`src/rtl/ps2_keyboard_if.sv`:
```
// ps2_keyboard_if: byte-wide read port between the PS/2 keyboard receiver and memctrl.
interface ps2_keyboard_if;
    logic       rd;
    logic       clr_flags;
    logic [7:0] kb_data;
    logic       kb_ready;
    logic       kb_overflow;
    logic       kb_error;

    // Receiver side: takes pop/clear strobes, presents the FIFO head and flags.
    modport slave (
        input  rd,
        input  clr_flags,
        output kb_data,
        output kb_ready,
        output kb_overflow,
        output kb_error
    );

    // memctrl side.
    modport master (
        output rd,
        output clr_flags,
        input  kb_data,
        input  kb_ready,
        input  kb_overflow,
        input  kb_error
    );
endinterface

```
`src/rtl/ps2_keyboard.sv`:
```
// ps2_keyboard: PS/2 keyboard receiver with a 2^FIFO_AW byte show-ahead FIFO.
// Pins are synchronised, glitch-filtered, and sampled on the filtered falling
// edge of ps2_clk. The frame is start(0), 8 data bits LSB first, parity, stop(1).
// Optional feature: define PS2_PARITY_CHECK_EN to reject frames whose 9 bits
// (data + parity) are not odd. Without it, the parity bit is sampled but ignored.
module ps2_keyboard #(
    parameter int unsigned FIFO_AW    = 4,
    parameter int unsigned FILTER_LEN = 4,
    parameter int unsigned TIMEOUT    = 25000
) (
    input  logic          clock,
    input  logic          reset,
    input  logic          ps2_clk,
    input  logic          ps2_dat,
    ps2_keyboard_if.slave bus
);
    localparam int unsigned DEPTH = 1 << FIFO_AW;
    localparam int unsigned CNT_W = FIFO_AW + 1;
    localparam int unsigned FLT_W = $clog2(FILTER_LEN + 1);
    localparam int unsigned TO_W  = $clog2(TIMEOUT + 1);

`ifdef PS2_PARITY_CHECK_EN
    localparam bit PARITY_CHECK = 1'b1;
`else
    localparam bit PARITY_CHECK = 1'b0;
`endif

    typedef enum logic [1:0] {
        S_IDLE,
        S_DATA,
        S_PARITY,
        S_STOP
    } state_t;

    // Synchronisers and filters; index 1 = ps2_clk, index 0 = ps2_dat.
    logic [1:0]       clk_sync;
    logic [1:0]       dat_sync;
    logic [1:0]       sync_s;
    logic [1:0]       filt;
    logic [FLT_W-1:0] flt_cnt [2];
    logic             clk_prev;
    logic             fall_c;
    logic             dat_c;

    // Receive FSM state.
    state_t          state;
    logic [2:0]      bit_cnt;
    logic [7:0]      shreg;
    logic            par_bit;
    logic [TO_W-1:0] to_cnt;
    logic            push_req;
    logic [7:0]      push_data;
    logic            parity_ok_c;
    logic            push_c;
    logic            timeout_c;
    logic            err_set_c;

    // FIFO state.
    logic [7:0]         mem [DEPTH];
    logic [FIFO_AW-1:0] wr_ptr;
    logic [FIFO_AW-1:0] rd_ptr;
    logic [FIFO_AW-1:0] rd_ptr_n;
    logic [CNT_W-1:0]   count;
    logic [CNT_W-1:0]   count_n;
    logic               pop_c;
    logic               push_ok_c;
    logic [7:0]         head_c;

    // Two-flop synchronisers; bus idles high.
    always_ff @(posedge clock or posedge reset) begin
        if (reset) begin
            clk_sync <= 2'b11;
            dat_sync <= 2'b11;
        end else begin
            clk_sync <= {clk_sync[0], ps2_clk};
            dat_sync <= {dat_sync[0], ps2_dat};
        end
    end

    assign sync_s = {clk_sync[1], dat_sync[1]};

    // Glitch filter: a line follows its input only after FILTER_LEN equal differing samples.
    always_ff @(posedge clock or posedge reset) begin
        if (reset) begin
            filt       <= 2'b11;
            flt_cnt[0] <= '0;
            flt_cnt[1] <= '0;
            clk_prev   <= 1'b1;
        end else begin
            clk_prev <= filt[1];
            for (int i = 0; i < 2; i++) begin
                if (sync_s[i] == filt[i]) begin
                    flt_cnt[i] <= '0;
                end else if (flt_cnt[i] == FLT_W'(FILTER_LEN - 1)) begin
                    filt[i]    <= sync_s[i];
                    flt_cnt[i] <= '0;
                end else begin
                    flt_cnt[i] <= flt_cnt[i] + FLT_W'(1);
                end
            end
        end
    end

    assign fall_c = clk_prev & ~filt[1];
    assign dat_c  = filt[0];

    // Frame decode: good frame requests a push, bad stop/parity or stall raises the error.
    assign parity_ok_c = PARITY_CHECK ? (^{shreg, par_bit}) : 1'b1;
    assign push_c      = fall_c && (state == S_STOP) && dat_c && parity_ok_c;
    assign timeout_c   = (state != S_IDLE) && !fall_c && (to_cnt == TO_W'(TIMEOUT - 1));
    assign err_set_c   = (fall_c && (state == S_STOP) && !(dat_c && parity_ok_c)) || timeout_c;

    // Receive FSM, advanced only by filtered falling edges of ps2_clk.
    always_ff @(posedge clock or posedge reset) begin
        if (reset) begin
            state     <= S_IDLE;
            bit_cnt   <= 3'd0;
            shreg     <= 8'h00;
            par_bit   <= 1'b0;
            to_cnt    <= '0;
            push_req  <= 1'b0;
            push_data <= 8'h00;
        end else begin
            push_req <= push_c;
            if (push_c) begin
                push_data <= shreg;
            end
            if (state == S_IDLE) begin
                to_cnt <= '0;
                if (fall_c && !dat_c) begin
                    state   <= S_DATA;
                    bit_cnt <= 3'd0;
                end
            end else if (timeout_c) begin
                state  <= S_IDLE;
                to_cnt <= '0;
            end else if (!fall_c) begin
                to_cnt <= to_cnt + TO_W'(1);
            end else begin
                to_cnt <= '0;
                case (state)
                    S_DATA: begin
                        shreg   <= {dat_c, shreg[7:1]};
                        bit_cnt <= bit_cnt + 3'd1;
                        if (bit_cnt == 3'd7) begin
                            state <= S_PARITY;
                        end
                    end
                    S_PARITY: begin
                        par_bit <= dat_c;
                        state   <= S_STOP;
                    end
                    default: begin
                        state <= S_IDLE;
                    end
                endcase
            end
        end
    end

    // FIFO next-state: push accepted when not full or when a pop frees a slot.
    assign pop_c     = bus.rd && (count != '0);
    assign push_ok_c = push_req && ((count < CNT_W'(DEPTH)) || pop_c);

    always_comb begin
        count_n  = count;
        rd_ptr_n = rd_ptr;
        if (push_ok_c && !pop_c) begin
            count_n = count + CNT_W'(1);
        end else if (!push_ok_c && pop_c) begin
            count_n = count - CNT_W'(1);
        end
        if (pop_c) begin
            rd_ptr_n = rd_ptr + FIFO_AW'(1);
        end
        // Forward the byte being written when it becomes the new head.
        if (push_ok_c && (wr_ptr == rd_ptr_n)) begin
            head_c = push_data;
        end else begin
            head_c = mem[rd_ptr_n];
        end
    end

    // FIFO storage.
    always_ff @(posedge clock) begin
        if (push_ok_c) begin
            mem[wr_ptr] <= push_data;
        end
    end

    // FIFO pointers, registered read port and sticky flags (set beats clear).
    always_ff @(posedge clock or posedge reset) begin
        if (reset) begin
            wr_ptr          <= '0;
            rd_ptr          <= '0;
            count           <= '0;
            bus.kb_data     <= 8'h00;
            bus.kb_ready    <= 1'b0;
            bus.kb_overflow <= 1'b0;
            bus.kb_error    <= 1'b0;
        end else begin
            if (push_ok_c) begin
                wr_ptr <= wr_ptr + FIFO_AW'(1);
            end
            rd_ptr       <= rd_ptr_n;
            count        <= count_n;
            bus.kb_ready <= (count_n != '0);
            bus.kb_data  <= (count_n != '0) ? head_c : 8'h00;
            if (push_req && !push_ok_c) begin
                bus.kb_overflow <= 1'b1;
            end else if (bus.clr_flags) begin
                bus.kb_overflow <= 1'b0;
            end
            if (err_set_c) begin
                bus.kb_error <= 1'b1;
            end else if (bus.clr_flags) begin
                bus.kb_error <= 1'b0;
            end
        end
    end
endmodule

```
`src/flat_wrapper.sv`:
```
// flat-port wrapper written by rule: the top's interface ports become plain ports
module ps2_keyboard_flat 
#(
    parameter int unsigned FIFO_AW    = 4,
    parameter int unsigned FILTER_LEN = 4,
    parameter int unsigned TIMEOUT    = 25000
)
  (clock, reset, ps2_clk, ps2_dat, bus_rd, bus_clr_flags, bus_kb_data, bus_kb_ready, bus_kb_overflow, bus_kb_error);
  ps2_keyboard_if bus_i ();
  input  logic clock;
  input  logic reset;
  input  logic ps2_clk;
  input  logic ps2_dat;
  input wire logic [$bits(bus_i.rd)-1:0] bus_rd;
  input wire logic [$bits(bus_i.clr_flags)-1:0] bus_clr_flags;
  output wire logic [$bits(bus_i.kb_data)-1:0] bus_kb_data;
  output wire logic [$bits(bus_i.kb_ready)-1:0] bus_kb_ready;
  output wire logic [$bits(bus_i.kb_overflow)-1:0] bus_kb_overflow;
  output wire logic [$bits(bus_i.kb_error)-1:0] bus_kb_error;
  assign bus_i.rd = bus_rd;
  assign bus_i.clr_flags = bus_clr_flags;
  assign bus_kb_data = bus_i.kb_data;
  assign bus_kb_ready = bus_i.kb_ready;
  assign bus_kb_overflow = bus_i.kb_overflow;
  assign bus_kb_error = bus_i.kb_error;
  ps2_keyboard #(.FIFO_AW(FIFO_AW), .FILTER_LEN(FILTER_LEN), .TIMEOUT(TIMEOUT)) u_core (.clock(clock), .reset(reset), .ps2_clk(ps2_clk), .ps2_dat(ps2_dat), .bus(bus_i));
endmodule
```
`config.mk`:
```
export PLATFORM = sky130hd
export DESIGN_NAME = ps2_keyboard_flat
export DESIGN_NICKNAME = d
export VERILOG_FILES = /design/src/rtl/ps2_keyboard_if.sv /design/src/rtl/ps2_keyboard.sv /design/src/flat_wrapper.sv
export SDC_FILE = /design/constraint.sdc
export NUM_CORES = 1
export LEC_CHECK = 0
export CORE_UTILIZATION = 55
export CTS_CLUSTER_DIAMETER = 120
export CTS_CLUSTER_SIZE = 10
export DETAILED_ROUTE_END_ITERATION = 16
export HOLD_SLACK_MARGIN = 0.08
export PLACE_DENSITY = 0.74
export SETUP_SLACK_MARGIN = 0.02
export SLEW_MARGIN = 20
export SYNTH_ARGS = -nofsm -noshare
export SYNTH_HDL_FRONTEND = slang
export SYNTH_SLANG_ARGS = --single-unit
```
`constraint.sdc`:
```
create_clock -name clock -period 2.3 [get_ports clock]
set_clock_uncertainty 0.05 [all_clocks]
set_input_delay 0.575 -clock clock [delete_from_list [all_inputs] [get_ports clock]]
set_output_delay 0.575 -clock clock [all_outputs]
set_load 0.02 [all_outputs]
```
# Word-level counts from Yosys, hierarchy flattened
# Memories as Yosys holds them, arrays and structs flattened.
# Cells that the tools add are included.
# W data, S select, Z words.
dict set report totals {
  n_memories 1
  inputBits 6
  mem_bits_rw 128
  regBits 74
  word_cells 109
}
dict set report op_classes {
  n_bitwise 6
  order_cmp 1
  n_addsub 8
  n_eq_ne 13
  reduce_logical 32
  muxes 28
}
# memory depth word_bits rd rd_clocked_by_memory_dff wr line_no
set memory_table {}
lappend memory_table {u_core.mem 16 8 1 0 1 ps2_keyboard.sv:59} ;# logic [7:0] mem [DEPTH];
# op count
set ops {}
lappend ops {{$mux W15} 3}
lappend ops {{$mux W3} 9}
lappend ops {{$mux W8} 2}
lappend ops {{$add A15 B1 Y15 const B} 1}
lappend ops {{$eq A15 B15 Y1 const B} 1}
lappend ops {{$logic_and A1 B1 Y1} 12}
lappend ops {{$mux W2} 5}
lappend ops {{$mux W5} 2}
lappend ops {{$reduce_bool A2 Y1} 5}
lappend ops {{$reduce_bool A5 Y1} 2}
lappend ops {{$add A3 B1 Y3 const B} 3}
lappend ops {{$add A4 B1 Y4 const B} 2}
lappend ops {{$reduce_and A4 Y1} 2}
lappend ops {{$eq A3 B2 Y1 const B} 2}
lappend ops {{$add A5 B1 Y5 const B} 1}
lappend ops {{$lt A5 B5 Y1 const B} 1}
lappend ops {{$mux W1} 5}
lappend ops {{$not A1 Y1} 5}
lappend ops {{$sub A5 B1 Y5 const B} 1}
lappend ops {{$eq A2 B2 Y1 const B} 2}
lappend ops {{$eq A4 B4 Y1} 1}
lappend ops {{$logic_not A1 Y1} 4}
lappend ops {{$mux W4} 1}
lappend ops {{$ne A2 B2 Y1 const B} 2}
lappend ops {{11 further kinds} 14}

# Longest topological paths before layout
# Gate-level depths: netlist of run 1.
dict set report depth {
  ltp_word 10
  depth_mapped 11
  mapped_depth_nobuf 8
}

# Worst setup path before layout of run 1
# Ideal clock, no wire load.
dict set report synth_path {
  path_kind {flip-flop to flip-flop}
  start {reg u_core.count[0]}
  end {reg u_core.bus.kb_data[6]}
  required_time_ns 2.127
  arrival_time_ns 2.392
  path_buffers 3
  setup_slack_ns -0.265
  setup_time_ns 0.123
  period_less_slack_ns 2.565
  path_stages_with_launch 12
  cell_sequence {dfrtp_1 inv_1 ha_1 or4b_4 buf_6 nand2_4 buf_12 buf_8 mux2_2 a22oi_1 o31ai_1 o221a_2}
}
dict set report synth_between {
  elab_chain_len 10
  elab_cells_between_ends 20
}
# item line_no
set synth_lines {}
lappend synth_lines {{start: declaration} ps2_keyboard.sv:63} ;# logic [CNT_W-1:0] count;
lappend synth_lines {{start signal: assignment} ps2_keyboard.sv:206} ;# count <= count_n;
lappend synth_lines {{parallel branches: the longest is 9 deep, another holds $lt A5 B5 Y1} n/a}
lappend synth_lines {{$mux W8 (*)} ps2_keyboard.sv:208} ;# bus.kb_data <= (count_n != '0) ? head_c : 8'h00;
lappend synth_lines {{end signal: assignment} ps2_keyboard.sv:208}
lappend synth_lines {{end: declaration} ps2_keyboard_if.sv:14} ;# output kb_data,
# Every way passes the cells marked *.
# A chain may end at the register's enable or synchronous reset.

# Final worst setup path of run 1
dict set report layout_path {
  start {reg u_core.rd_ptr[1]}
  end {reg u_core.bus.kb_data[3]}
}
dict set report layout_between {
  elab_chain_len 6
  elab_cells_between_ends 7
}
# item line_no
set layout_lines {}
lappend layout_lines {{start: declaration} ps2_keyboard.sv:61} ;# logic [FIFO_AW-1:0] rd_ptr;
lappend layout_lines {{start signal: assignment} ps2_keyboard.sv:205} ;# rd_ptr <= rd_ptr_n;
lappend layout_lines {{$add A4 B1 Y4} ps2_keyboard.sv:174} ;# rd_ptr_n = rd_ptr + FIFO_AW'(1);
lappend layout_lines {{$mux W4 (*)} ps2_keyboard.sv:173} ;# if (pop_c) begin
lappend layout_lines {{parallel branches: the longest is 2 deep, another holds $mem_v2 Z16 W8} n/a}
lappend layout_lines {{$mux W8 (*)} ps2_keyboard.sv:177} ;# if (push_ok_c && (wr_ptr == rd_ptr_n)) begin
lappend layout_lines {{$mux W8 (*)} ps2_keyboard.sv:208}
# Marks and branches as above.

==> impl_metrics.env, run 1 <==
export IMPL_status="finished, violations left"
export IMPL_violations="negative setup slack"
export IMPL_synth_top_family_by_area="multiplexers"
export IMPL_gr_usage_all_layers_pct=25.8
export IMPL_finalHoldViolCount=0
export IMPL_initial_core_util_pct=56.4
export IMPL_powerDensity_nw_per_um2=1330
export IMPL_multi_input_area_um2=4070
export IMPL_startpoint_type="register"
export IMPL_synth_common_cells="128 x edfxtp_1, 74 x mux2i_1, 67 x dfrtp_1, 32 x nand2_1, 30 x nor2_1"
export IMPL_synth_adder_area_share_pct=2.05
export IMPL_r2r_end="u_core.bus.kb_data[3]$_DFF_PP0_"
export IMPL_path_class="reg2reg"
export IMPL_post_route_cells_drive_above_1_share_pct=25.7
export IMPL_drc=0
export IMPL_grt_max_degree=55
export IMPL_io_buffers=16
export IMPL_postRouteAntennaNets=0
export IMPL_synth_area_top_cells="edfxtp_1 39%, dfrtp_1 17%, mux2i_1 7.6%"
export IMPL_synth_fp_nets=740
export IMPL_cp_endpoint="u_core.bus.kb_data[3]$_DFF_PP0_"
export IMPL_numCtsBuffers=24
export IMPL_synth_cells=718
export IMPL_highest_signal_layer="met4"
export IMPL_synth_simple_area_share_pct=8.55
export IMPL_met2_wirelength_um=11900
export IMPL_regToRegStartpoint="u_core.rd_ptr[1]$_DFF_PP0_"
export IMPL_p_leak_nw=4.59
export IMPL_hold_path_class="reg2reg"
export IMPL_synthToLayoutAreaGrowth_pct=23.1
export IMPL_wl_per_cell_um=21.8
export IMPL_cts_tree="built"
export IMPL_grt_setup_unrepaired="yes"
export IMPL_cts_root_buffer="clkbuf_16"
export IMPL_cp_required_ns=2.68
export IMPL_drtIter0Drc=385
export IMPL_cp_common_cell="buf_4"
export IMPL_post_synth_top_count_cell="edfxtp_1"
export IMPL_end_kind="register"
export IMPL_cts_clk_slew_worst_paths_ns=0.06
export IMPL_fp_dieH_um=135
export IMPL_critPathSlowestCell="dfrtp_1"
export IMPL_netlist_area_um2=9760
export IMPL_setup_viol=9
export IMPL_yosysWarnings=0
export IMPL_antenna_found_initial=0
export IMPL_clk_latency_ns=0.51
export IMPL_grt_pass1_vias=6665
export IMPL_drt_pass1_iterations=5
export IMPL_synth_edf_count=128
export IMPL_final_cells=1053
export IMPL_synth_xor_area_share_pct=2.59
export IMPL_max_cap_violations=0
export IMPL_finalPower_mw=15.9
export IMPL_drt_met1_wl_um=9380
export IMPL_seq_area_um2=5710
export IMPL_rows=48
export IMPL_cts_hold_fix_buffers=0
export IMPL_overflow=0
export IMPL_worst_slack_ns=-0.184
export IMPL_htree_levels=1
export IMPL_wl_met3_um=988
export IMPL_viasPerCell=6.27
export IMPL_reg2reg_slack_ns=-0.18
export IMPL_critPathLaunch="u_core.rd_ptr[1]$_DFF_PP0_"
export IMPL_synthMuxAreaShare_pct=13.4
export IMPL_wl_um=22900
export IMPL_io_pins=17
export IMPL_crit_arrival_ns=2.87
export IMPL_path_max_fanout=23
export IMPL_timing_fmax_mhz=403
export IMPL_core_area_um2=17300
export IMPL_whs_ns=0.299
export IMPL_dp_cells=997
export IMPL_synthDistinctLibCells=65
export IMPL_grt_pass1_wl_um=36000
export IMPL_relSlewSlack_pct=44.5
export IMPL_ys_seq_area_share_pct=58.5
export IMPL_peakVddDrop_mv=0.776
export IMPL_finalWeightedCongestion=0.899
export IMPL_dieArea_um2=18300
export IMPL_final_min_clock_period_ns=2.48
export IMPL_die_w_um=135
export IMPL_fillCellCount=1140
export IMPL_crit_chain="buf_4 > and2_1 > nand3_4 > nor3b_1 > nor3_2 > buf_4 > buf_6 > o32ai_2 > o221a_4"
export IMPL_dpl_hpwl_um=14800
export IMPL_n_antenna_cell=0
export IMPL_crit_path_max_incr_delay_ns=0.36
export IMPL_synth_flop_cell="edfxtp_1"
export IMPL_ys_seq_elements=202
export IMPL_nets=832
export IMPL_clock_sinks=202
export IMPL_yosysTopAreaCell="edfxtp_1"
export IMPL_synth_async_reset_ratio_pct=36.6
export IMPL_drv_slew=0
export IMPL_vias=6601
export IMPL_synth_top_cell_area_share_pct=39.4
export IMPL_cts_buffer_depth=3
export IMPL_finalCritPeriodShare_pct=108
export IMPL_synth_compound_area_share_pct=11.8
export IMPL_avgSynthCellArea_um2=13.6
export IMPL_ff2ff_path_depth=9
export IMPL_tightest_slew_ns=0.832
layout by cell type (no fill, tap or decap), drive strengths merged, types with 16 or more instances in the layout:
master         netlist  routed
dfrtp               67      67
nand3               21      21
inv                 18      18
mux2i               74      74
o22ai               25      25
edfxtp             128     128
clkdlybuf4s50        0      16
mux2                23      23
clkbuf              19      43
xnor2               17      17
buf                 24      92
ha                  16      16
nand2               34      34
nor2                31      31
o21a                22      22
o221ai              25      25
sequential cells by signal, summed over array words and instances (netlist names), 3 cells and up:
register	count
u_core.flt_cnt	6
u_core.to_cnt	15
u_core.bus.kb_data	8
u_core.mem	128
u_core.wr_ptr	4
u_core.push_data	8
u_core.bit_cnt	3
u_core.rd_ptr	4
u_core.count	5
u_core.shreg	8
metal layers:
metal | GRT usage [%] | vias up
li1 | - | 3000
met1 | 33.1 | 3352
met2 | 44.6 | 206
met3 | 3.14 | 43
met4 | 10.3 | 0
met5 | 0 | -
kinds of logic after synthesis:
| group | Yosys count |
|---|---|
| xor gates and xnor gates | 28 |
| adders and majority gates | 16 |
| DFF | 202 |
| and+or+nand+nor | 150 |
| muxes | 110 |
| buffers and inverters | 62 |
| AOI/OAI and AO/OA | 150 |
where the power goes:
| part | internal (mW) | switching [mW] |
|---|---|---|
| combinational | 3.85 | 3.93 |
| clock | 2.02 | 1.38 |
| sequential | 4.33 | 0.431 |
| total | 10.2 | 5.75 |
final cells by class:
| type | count | share of cell area (%) |
|---|---|---|
| clock buffers | 43 | 5.77 |
| clock inverters | 1 | 0.0729 |
| inverters | 19 | 0.625 |
| multi-input cells | 455 | 33.9 |
| flip-flops and latches | 202 | 47.5 |
| well taps | 225 | 2.34 |
| repair buffers | 108 | 9.81 |
worst min-delay path by stage:
stage / startpoint / endpoint / slack (ns) / cells past startpoint
5_1_grt: u_core.clk_sync[0]$_DFF_PP1_ / u_core.clk_sync[1]$_DFF_PP1_ / 0.31 / 0
3_5_place_dp: u_core.dat_sync[0]$_DFF_PP1_ / u_core.dat_sync[1]$_DFF_PP1_ / 0.30 / 0
4_1_cts: u_core.clk_sync[0]$_DFF_PP1_ / u_core.clk_sync[1]$_DFF_PP1_ / 0.30 / 0
2_1_floorplan: u_core.clk_sync[0]$_DFF_PP1_ / u_core.clk_sync[1]$_DFF_PP1_ / 0.30 / 0
3_3_place_gp: u_core.clk_sync[0]$_DFF_PP1_ / u_core.clk_sync[1]$_DFF_PP1_ / 0.30 / 0
6_report: u_core.clk_sync[0]$_DFF_PP1_ / u_core.clk_sync[1]$_DFF_PP1_ / 0.30 / 0
metrics by stage:
step           cell area (µm²)  util, %  worst slack, ns  setup TNS, ns
6_report                 12000     69.4           -0.184          -1.36
2_1_floorplan             9770        -           -0.183         -0.903
3_5_place_dp             10800     62.7           -0.518         -40.89
3_3_place_gp             10800     62.7           -0.453         -39.93
5_1_grt                  12000     69.4           -0.287          -2.04
4_1_cts                  11700     67.9           -0.203          -1.50
repair_timing:
action                                  4_1_cts  5_1_grt
cloned                                        1        0
gates resized for setup                      26       43
endpoints found under the setup margin       10       26
pin swaps                                     4       19
setup buffers                                 4        7
hold endpoints to repair                      0        0
worst max-delay path: cells and delay by family, from the launching register on:
family	cells	cell delay, ns
AO/OA/AOI/OAI	2	0.57
AND/OR/NAND/NOR	4	0.76
buffers and inverters	3	0.68
flip-flops	1	0.36
Power figures use the tool's default switching activity.
==> run 2, diff against run 1 <==
SLEW_MARGIN = unset   (was 20)
==> results of run 2 <==
Final layout, timing and power as in run 1 (identical DEF).
==> run 3, diff against run 2 <==
RECOVER_POWER = 25   (was unset)
==> run 3 against run 2 <==
The flow still finishes with violations (negative setup slack). Global-route usage is the same. Total power is essentially flat. Final area shrank 0.28%. Cell count is the same. Maximum frequency shrank 0.68%. Clock power is essentially flat. Via count grew 0.32%. Wire length shrank 0.22%. Non-clock buffer count is the same. Sequential power is essentially flat. Worst hold slack is essentially flat. Critical path depth is the same.
==> impl_metrics.env, run 3 (same netlist as run 1, synthesis figures left out) <==
export IMPL_cts_root_buffer="clkbuf_16"
export IMPL_die_w_um=135
export IMPL_viasPerCell=6.29
export IMPL_final_common_cell="edfxtp_1"
export IMPL_setup_viol=9
export IMPL_clk_latency_ns=0.51
export IMPL_rows=48
export IMPL_p_leak_nw=4.57
export IMPL_path_max_fanout=23
export IMPL_drt_pass1_iterations=5
export IMPL_largest_register_ffs=128
export IMPL_end_kind="register"
export IMPL_powerDensity_nw_per_um2=1330
export IMPL_dp_cells=997
export IMPL_vias=6622
export IMPL_dieArea_um2=18300
export IMPL_path_buf_inv=3
export IMPL_drtIter0Drc=421
export IMPL_regToRegStartpoint="u_core.rd_ptr[1]$_DFF_PP0_"
export IMPL_cp_required_ns=2.68
export IMPL_status="finished, violations left"
export IMPL_grt_pass1_wl_um=36000
export IMPL_critPathLaunch="u_core.rd_ptr[1]$_DFF_PP0_"
export IMPL_clock_sinks=202
export IMPL_grt_pass1_vias=6665
export IMPL_hold_path_class="reg2reg"
export IMPL_crit_chain="buf_4 > and2_1 > nand3_4 > nor3b_1 > nor3_2 > buf_4 > buf_6 > o32ai_2 > o221a_4"
export IMPL_mostFrequentLayoutCells="128 x edfxtp_1, 73 x mux2i_1, 66 x dfrtp_1, 58 x buf_4, 31 x nand2_1"
export IMPL_reg_top3="u_core.mem: 128 flops, u_core.to_cnt: 15 flops"
export IMPL_cts_tree="built"
export IMPL_n_antenna_cell=0
export IMPL_dpl_hpwl_um=14800
export IMPL_drc=0
export IMPL_finalCritPeriodShare_pct=109
export IMPL_crit_path_max_incr_delay_ns=0.36
export IMPL_relSlewSlack_pct=1.33
export IMPL_cp_common_cell="buf_4"
export IMPL_critPathSlowestCell="dfrtp_1"
export IMPL_hp_start="u_core.clk_sync[0]$_DFF_PP1_"
export IMPL_startpoint_type="register"
export IMPL_path_class="reg2reg"
export IMPL_fp_dieH_um=135
export IMPL_postRouteAntennaNets=0
export IMPL_peakVddDrop_mv=0.777
export IMPL_grt_setup_unrepaired="yes"
export IMPL_io_pins=17
export IMPL_finalWeightedCongestion=0.899
export IMPL_critical_path_top_delay_family="simple AND/OR/NAND/NOR gates"
export IMPL_nets=832
export IMPL_top_register="u_core.mem"
export IMPL_worst_slack_ns=-0.201
export IMPL_initial_core_util_pct=56.4
export IMPL_tightest_slew_ns=1.48
export IMPL_placed_area_um2=10800
export IMPL_timing_fmax_mhz=400
export IMPL_grt_max_degree=55
export IMPL_antenna_found_initial=0
export IMPL_crit_arrival_ns=2.89
export IMPL_cts_buffer_depth=3
export IMPL_htree_levels=1
export IMPL_violations="negative setup slack"
export IMPL_final_min_clock_period_ns=2.50
export IMPL_final_cells=1053
export IMPL_numCtsBuffers=24
export IMPL_finalHoldViolCount=0
export IMPL_wl_um=22900
export IMPL_post_route_cells_drive_above_1_share_pct=25.5
export IMPL_max_cap_violations=0
export IMPL_cts_clk_slew_worst_paths_ns=0.06
export IMPL_wl_per_cell_um=21.7
export IMPL_synthToLayoutAreaGrowth_pct=22.7
export IMPL_fin_setup_tns_ns=-1.39
export IMPL_stdcell_area_um2=12000
export IMPL_gr_usage_all_layers_pct=25.8
export IMPL_core_area_um2=17300
export IMPL_io_buffers=16
export IMPL_overflow=0
export IMPL_drv_slew=0
-- run 3: what timing repair did --
item,4_1_cts,5_1_grt
buffers inserted,4,7
cloned,1,0
setup endpoints to repair,10,26
pin swaps,4,19
gates resized for setup,26,43
hold buffers,0,0
-- run 3: final cells by class --
type	count	area [µm²]
inverters	19	72.6
fillers	1144	5320
clock inverters	1	8.76
flip-flops and latches	202	5710
multi-input cells	455	4070
repair buffers	108	1150
clock buffers	43	693
well taps	225	282
-- run 3: metrics by stage --
stage               utilization (%)  hold slack, ns  total power [mW]  setup slack, ns
floorplan                         -           0.295              9.10           -0.183
finish                         69.2           0.298              15.9           -0.201
detailed placement             62.7           0.298              11.3           -0.518
global route                   69.2           0.306              16.7           -0.287
global placement               62.7           0.299              11.0           -0.453
CTS                            67.9           0.300              15.4           -0.203
-- run 3: per-layer routing --
layer	global-route usage (%)	wire (µm)	up-vias
met1	33.1	9230	3342
met4	10.3	691	0
met3	3.14	1100	53
met2	44.6	11900	232
li1	-	-	2995
met5	0	0	-
-- run 3: path summary, 6_finish.rpt --
| kind | slack (ns) | cells after the start | end |
|---|---|---|---|
| worst max-delay path | -0.20 | 9 | u_core.bus.kb_data[3]$_DFF_PP0_ |
| worst min-delay path | 0.30 | 0 | u_core.clk_sync[1]$_DFF_PP1_ |
| worst max register to register | -0.20 | 9 | u_core.bus.kb_data[3]$_DFF_PP0_ |
| worst min register to register | 0.30 | 0 | u_core.clk_sync[1]$_DFF_PP1_ |
| max in group asynchronous | 0.22 | 3 | u_core.rd_ptr[0]$_DFF_PP0_ |
| min in group asynchronous | 0.92 | 3 | u_core.flt_cnt[2]$_DFF_PP0_ |
-- run 3: power breakdown --
group          internal, mW  switching [mW]
Sequential             4.32           0.431
Clock                  2.02            1.38
Combinational          3.85            3.94
Total                  10.2            5.75
